## config.mk

```make
export PLATFORM = sky130hd
export DESIGN_NAME = axi4_lite_master_sequencer
export DESIGN_NICKNAME = d
export VERILOG_FILES = /design/src/rtl/axi4_lite_master_sequencer.sv
export SDC_FILE = /design/constraint.sdc
export NUM_CORES = 1
export LEC_CHECK = 0
export ABC_AREA = 1
export CORE_MARGIN = 1.5
export CORE_UTILIZATION = 43
export CTS_CLUSTER_DIAMETER = 200
export CTS_CLUSTER_SIZE = 16
export DETAILED_ROUTE_END_ITERATION = 8
export PLACE_DENSITY = 0.8
export SLEW_MARGIN = 20
export SYNTH_ARGS = -nofsm -noshare
export SYNTH_HDL_FRONTEND = slang
export SYNTH_SLANG_ARGS = --single-unit
```

## constraint.sdc

```tcl
create_clock -name clk -period 7.5 [get_ports clk]
set_clock_uncertainty 0.2 [all_clocks]
set_input_delay 1.5 -clock clk [delete_from_list [all_inputs] [get_ports clk]]
set_output_delay 1.5 -clock clk [all_outputs]
set_load 0.05 [all_outputs]
```

## src/rtl/axi4_lite_master_sequencer.sv

```systemverilog
// AXI4-Lite initiator: one command in, one single-beat AXI transaction out, one response back.
// Optional per-phase watchdog abort is built when AXI4_LITE_MASTER_TIMEOUT_EN is defined.
module axi4_lite_master_sequencer #(
  parameter int ADDR_WIDTH     = 32,
  parameter int DATA_WIDTH     = 32,
  parameter int ERR_CNT_WIDTH  = 16,
  parameter int TIMEOUT_CYCLES = 1024
) (
  input  logic                     clk,
  input  logic                     rst,
  input  logic [ADDR_WIDTH-1:0]    cmd_addr,
  input  logic [DATA_WIDTH-1:0]    cmd_data,
  input  logic                     cmd_write,
  input  logic                     cmd_valid,
  output logic                     cmd_ready,
  output logic [DATA_WIDTH-1:0]    rsp_data,
  output logic [1:0]               rsp_resp,
  output logic                     rsp_write,
  output logic                     rsp_timeout,
  output logic                     rsp_valid,
  input  logic                     rsp_ready,
  output logic [ADDR_WIDTH-1:0]    awaddr,
  output logic [2:0]               awprot,
  output logic                     awvalid,
  input  logic                     awready,
  output logic [DATA_WIDTH-1:0]    wdata,
  output logic [DATA_WIDTH/8-1:0]  wstrb,
  output logic                     wvalid,
  input  logic                     wready,
  input  logic [1:0]               bresp,
  input  logic                     bvalid,
  output logic                     bready,
  output logic [ADDR_WIDTH-1:0]    araddr,
  output logic [2:0]               arprot,
  output logic                     arvalid,
  input  logic                     arready,
  input  logic [DATA_WIDTH-1:0]    rdata,
  input  logic [1:0]               rresp,
  input  logic                     rvalid,
  output logic                     rready,
  output logic [ERR_CNT_WIDTH-1:0] err_count,
  output logic                     busy
);

  typedef enum logic [2:0] {IDLE, WR, WR_RESP, RD_ADDR, RD_DATA, RSP} StateT;

  StateT                    r_state;
  logic                     r_write;
  logic                     r_awDone;
  logic                     r_wDone;
  logic [ADDR_WIDTH-1:0]    r_awaddr;
  logic [2:0]               r_awprot;
  logic                     r_awvalid;
  logic [DATA_WIDTH-1:0]    r_wdata;
  logic [DATA_WIDTH/8-1:0]  r_wstrb;
  logic                     r_wvalid;
  logic                     r_bready;
  logic [ADDR_WIDTH-1:0]    r_araddr;
  logic [2:0]               r_arprot;
  logic                     r_arvalid;
  logic                     r_rready;
  logic [DATA_WIDTH-1:0]    r_rspData;
  logic [1:0]               r_rspResp;
  logic                     r_rspWrite;
  logic                     r_rspValid;
  logic [ERR_CNT_WIDTH-1:0] r_errCount;

  logic w_awHs;
  logic w_wHs;
  logic w_arHs;

  if (DATA_WIDTH != 32 || TIMEOUT_CYCLES < 1) begin : g_badParams
    $error("axi4_lite_master_sequencer: DATA_WIDTH must be 32 and TIMEOUT_CYCLES at least 1");
  end

  assign w_awHs = r_awvalid & awready;
  assign w_wHs  = r_wvalid & wready;
  assign w_arHs = r_arvalid & arready;

`ifdef AXI4_LITE_MASTER_TIMEOUT_EN
  localparam int TO_W = $clog2(TIMEOUT_CYCLES + 1);

  StateT           r_prevState;
  logic [TO_W-1:0] r_phaseCnt;
  logic [TO_W-1:0] w_phaseCnt;
  logic            w_timeout;
  logic            r_rspTimeout;

  // The phase count restarts whenever the state differs from the one seen last cycle.
  assign w_phaseCnt = (r_state != r_prevState) ? '0 : r_phaseCnt;
  assign w_timeout  = (r_state inside {WR, WR_RESP, RD_ADDR, RD_DATA}) &&
                      (w_phaseCnt == TO_W'(TIMEOUT_CYCLES - 1));

  always_ff @(posedge clk or posedge rst) begin
    if (rst) begin
      r_prevState  <= IDLE;
      r_phaseCnt   <= '0;
      r_rspTimeout <= 1'b0;
    end else begin
      r_prevState <= r_state;
      r_phaseCnt  <= w_phaseCnt + 1'b1;
      if (w_timeout) begin
        r_rspTimeout <= 1'b1;
      end else if (r_state == IDLE) begin
        r_rspTimeout <= 1'b0;
      end
    end
  end

  assign rsp_timeout = r_rspTimeout;
`else
  assign rsp_timeout = 1'b0;
`endif

  always_ff @(posedge clk or posedge rst) begin
    if (rst) begin
      r_state    <= IDLE;
      r_write    <= 1'b0;
      r_awDone   <= 1'b0;
      r_wDone    <= 1'b0;
      r_awaddr   <= '0;
      r_awprot   <= 3'b000;
      r_awvalid  <= 1'b0;
      r_wdata    <= '0;
      r_wstrb    <= '0;
      r_wvalid   <= 1'b0;
      r_bready   <= 1'b0;
      r_araddr   <= '0;
      r_arprot   <= 3'b000;
      r_arvalid  <= 1'b0;
      r_rready   <= 1'b0;
      r_rspData  <= '0;
      r_rspResp  <= 2'b00;
      r_rspWrite <= 1'b0;
      r_rspValid <= 1'b0;
      r_errCount <= '0;
    end else begin
`ifdef AXI4_LITE_MASTER_TIMEOUT_EN
      // Watchdog abort deliberately drops valids mid-handshake to free a hung bus.
      if (w_timeout) begin
        r_awvalid  <= 1'b0;
        r_wvalid   <= 1'b0;
        r_bready   <= 1'b0;
        r_arvalid  <= 1'b0;
        r_rready   <= 1'b0;
        r_rspData  <= '0;
        r_rspResp  <= 2'b10;
        r_rspWrite <= r_write;
        r_rspValid <= 1'b1;
        if (r_errCount != '1) r_errCount <= r_errCount + 1'b1;
        r_state    <= RSP;
      end else
`endif
      begin
        case (r_state)
          IDLE: begin
            if (cmd_valid) begin
              r_write <= cmd_write;
              if (cmd_write) begin
                r_awaddr  <= cmd_addr;
                r_awprot  <= 3'b000;
                r_wdata   <= cmd_data;
                r_wstrb   <= '1;
                r_awvalid <= 1'b1;
                r_wvalid  <= 1'b1;
                r_awDone  <= 1'b0;
                r_wDone   <= 1'b0;
                r_state   <= WR;
              end else begin
                r_araddr  <= cmd_addr;
                r_arprot  <= 3'b000;
                r_arvalid <= 1'b1;
                r_state   <= RD_ADDR;
              end
            end
          end
          WR: begin
            if (w_awHs) begin
              r_awvalid <= 1'b0;
              r_awDone  <= 1'b1;
            end
            if (w_wHs) begin
              r_wvalid <= 1'b0;
              r_wDone  <= 1'b1;
            end
            if ((r_awDone || w_awHs) && (r_wDone || w_wHs)) begin
              r_bready <= 1'b1;
              r_state  <= WR_RESP;
            end
          end
          WR_RESP: begin
            if (bvalid && r_bready) begin
              r_bready   <= 1'b0;
              r_rspData  <= '0;
              r_rspResp  <= bresp;
              r_rspWrite <= 1'b1;
              r_rspValid <= 1'b1;
              if (bresp != 2'b00 && r_errCount != '1) r_errCount <= r_errCount + 1'b1;
              r_state    <= RSP;
            end
          end
          RD_ADDR: begin
            if (w_arHs) begin
              r_arvalid <= 1'b0;
              r_rready  <= 1'b1;
              r_state   <= RD_DATA;
            end
          end
          RD_DATA: begin
            if (rvalid && r_rready) begin
              r_rready   <= 1'b0;
              r_rspData  <= rdata;
              r_rspResp  <= rresp;
              r_rspWrite <= 1'b0;
              r_rspValid <= 1'b1;
              if (rresp != 2'b00 && r_errCount != '1) r_errCount <= r_errCount + 1'b1;
              r_state    <= RSP;
            end
          end
          RSP: begin
            if (rsp_ready) begin
              r_rspValid <= 1'b0;
              r_state    <= IDLE;
            end
          end
          default: r_state <= IDLE;
        endcase
      end
    end
  end

  assign cmd_ready = (r_state == IDLE);
  assign busy      = (r_state != IDLE);
  assign awaddr    = r_awaddr;
  assign awprot    = r_awprot;
  assign awvalid   = r_awvalid;
  assign wdata     = r_wdata;
  assign wstrb     = r_wstrb;
  assign wvalid    = r_wvalid;
  assign bready    = r_bready;
  assign araddr    = r_araddr;
  assign arprot    = r_arprot;
  assign arvalid   = r_arvalid;
  assign rready    = r_rready;
  assign rsp_data  = r_rspData;
  assign rsp_resp  = r_rspResp;
  assign rsp_write = r_rspWrite;
  assign rsp_valid = r_rspValid;
  assign err_count = r_errCount;

endmodule

```

==> run_results.csv <==
group,metric,value,unit
worst_setup_path,startpoint_type,"flop",
synthesis,yosysWarningCount,0,
cells_and_area,diodes,0,
worst_setup_path,worst_path_max_delay_cell,"clkdlybuf4s50_1",
synthesis,ys.flop_type,"dfrtp_1",
placed_design,port_buffers,268,
drt,drt-initial-drc-count,278,
cells_and_area,drive_above_1_share,5.79,%
sta,period_minus_slack,3.97,ns
worst_setup_path,cp.required,5.80,ns
floorplanning,row_count,45,
worst_setup_path,r2r_setup_slack,4.55,ns
synthesis,synth_edf_count,0,
sta,maxSlewViolCount,0,
sta,worst_slew_pin_slew,0.963,ns
worst_setup_path,crit_buf_inv,2,
flow_run,cap_viol_max_count,0,
global_routing,grt.overflow.total,0,
cells_and_area,nets,1135,
cts,cts_tree,"yes",
cts,cts_root_buffer,"clkbuf_16",
cells_and_area,fillers,1264,
placed_design,dp_cells,1216,
synthesis,synth_top_cell_by_area,"dfrtp_1",
floorplanning,ios,276,
cts,cts_buffer_depth,2,
floorplanning,initial_core_util,44.3,%
worst_setup_path,crit_arrival,2.27,ns
drt,drt-total-wl,17500,um
global_routing,grt_pass1_vias,5633,
worst_setup_path,crit_fanout,7,
placed_design,place_congestion,0.810,
synthesis,synth_cell_types,29,
sta,max-slew-margin-rel,35.8,%
drt,wl_per_cell,14.0,um
cts,worstSkewPairLatency,0.41,ns
floorplanning,die_h,129,um
pwr,p_leak,4.86,nW
cts,clock_sinks,159,
global_routing,grt_use_total,21.8,%
worst_setup_path,slowest_delay,0.85,ns
sta,fmax,0.252,GHz
cts,htree_num_levels,4,
pwr,peakVddDrop,0.354,mV
global_routing,antenna_found_initial,0,
run_status,status,"complete, no violations",
drt,vias_per_cell,4.62,
sta,setup_viol,0,
floorplanning,die_w,129,um
drt,drc_errors,0,
synthesis,synth-seq-area-share,58.6,%
synthesis,synth_cells,771,
drt,ant_nets,0,
floorplanning,core_area,15300,um2
hold_path,hp-class,"flop to flop",
sta,grt_setup_unrepaired,"false",
sta,finalHoldViolations,0,
worst_setup_path,worstSetupEndpointType,"primary output",
worst_setup_path,crit_chain,"inv_2, nand2_2, nor2_4, clkdlybuf4s50_1",
cts,numCtsBuffers,17,
drt,firstDrtPassIters,4,
global_routing,grt_pass1_wl,28200,um
cts,postCtsHoldBufs,0,
synthesis,synth_commonest_cells,"nand2_1 (335), dfrtp_1 (159), o21ai_0 (55)",
cts,ctsResizeCount,0,
drt,dr_total_vias,5764,
cts,postCtsSetupBuffers,0,
synthesis,ys_seq_elements,159,
synthesis,synth_area,6790,um2
cells_and_area,instances_no_fill,1248,
floorplanning,die-area,16600,um2
placed_design,place_hpwl,12300,um
pwr,power_density,499,nW/um2
global_routing,grt_max_degree,98,
sta,fin_tns_setup,0,ns
cts,clkTransAtPathRegs,0.06,ns
synthesis,avgSynthCellArea,8.81,um2
worst_setup_path,critical_path.top_delay_family,"buffers and inverters",
worst_setup_path,path_class,"flop to primary output",
sta,period_share,52.9,%
cells_and_area,syn_to_final_growth,48.7,%
synthesis,async_flop_share,100,%
synthesis,synth_most_common_cell,"nand2_1",
synthesis,ys_top_cells_by_area,"dfrtp_1 (59%), nand2_1 (19%), o21ai_0 (4.1%)",
pwr,power,5.04,mW
synthesis,synth_top_area_share,58.6,%
-- worst reg2reg max path: cells and delay by family, from the launching register on --
kind	cells	cell delay, ns
buffers and inverters	3	1.12
AND/OR/NAND/NOR	2	0.85
AO/OA/AOI/OAI	1	0.14
flip-flops	1	0.49
-- stage by stage --
step | setup slack (ns) | cell area (um2) | utilization, % | hold slack (ns)
6_report | 3.53 | 10100 | 65.9 | 0.273
5_1_grt | 3.27 | 10100 | 65.9 | 0.299
4_1_cts | 3.51 | 10100 | 65.9 | 0.281
3_5_place_dp | 3.16 | 9480 | 61.9 | 0.264
3_3_place_gp | 3.18 | 9480 | 61.9 | 0.253
2_1_floorplan | 1.51 | 6810 | - | 0.290
-- flip-flops by register name, indices dropped and copies added (netlist names), 2 cells and up --
register and count:
rsp_resp 2, wdata 32, err_count 16, awaddr 32
r_state 3, araddr 32, rsp_data 32
-- power breakdown --
part / internal, mW / leakage (nW) / total, mW / switching (mW)
registers: 1.20 / 2.02 / 1.43 / 0.222
clock network: 0.513 / 0.294 / 0.885 / 0.372
logic: 0.849 / 2.55 / 2.73 / 1.88
total: 2.57 / 4.86 / 5.04 / 2.47
-- logic make-up after synthesis --
| kind of cell | Yosys count | synth area share [%] |
|---|---|---|
| and+or+nand+nor | 414 | 25.6 |
| other | 1 | 0.0552 |
| xor gates and xnor gates | 11 | 1.42 |
| buffers and inverters | 102 | 7.74 |
| DFF | 159 | 58.6 |
| AOI/OAI and AO/OA | 83 | 6.36 |
| adders and majority gates | 1 | 0.184 |
-- layout by cell type (no fill, tap or decap), types with 7 or more instances in the layout --
cell type,synthesis,routed
xnor2_1,7,7
nand2_1,335,335
inv_2,7,7
nor2_1,30,30
dfrtp_1,159,159
clkdlybuf4s50_1,0,268
o21ai_1,17,17
conb_1,1,7
nand3_1,27,27
o21ai_0,55,55
inv_1,54,53
clkbuf_16,0,17
-- area by class of cell --
| class | count | area, um2 | area share [%] |
|---|---|---|---|
| repair buffers | 269 | 2690 | 26.6 |
| inverters | 61 | 234 | 2.32 |
| flip-flops and latches | 159 | 3980 | 39.4 |
| clock buffers | 18 | 439 | 4.35 |
| well taps | 211 | 264 | 2.61 |
| clock inverters | 14 | 170 | 1.69 |
| multi-input cells | 516 | 2320 | 23.0 |
-- worst paths after layout --
check                           cells after the start         end        from
worst max-delay path                                4   cmd_ready  r_state[2]
worst min-delay path                                2   rsp_valid   rsp_valid
worst max register to register                      6     r_wDone  r_state[2]
worst min register to register                      2   rsp_valid   rsp_valid
max in group asynchronous                           3  awaddr[27]         rst
min in group asynchronous                           2    wdata[9]         rst
-- layer usage --
layer	routed length, um	global-route usage [%]
met5	0	0
met2	8540	36.0
met3	1060	5.53
met1	7510	27.7
met4	343	8.13
Note: power is estimated with default switching activity, not from simulation.
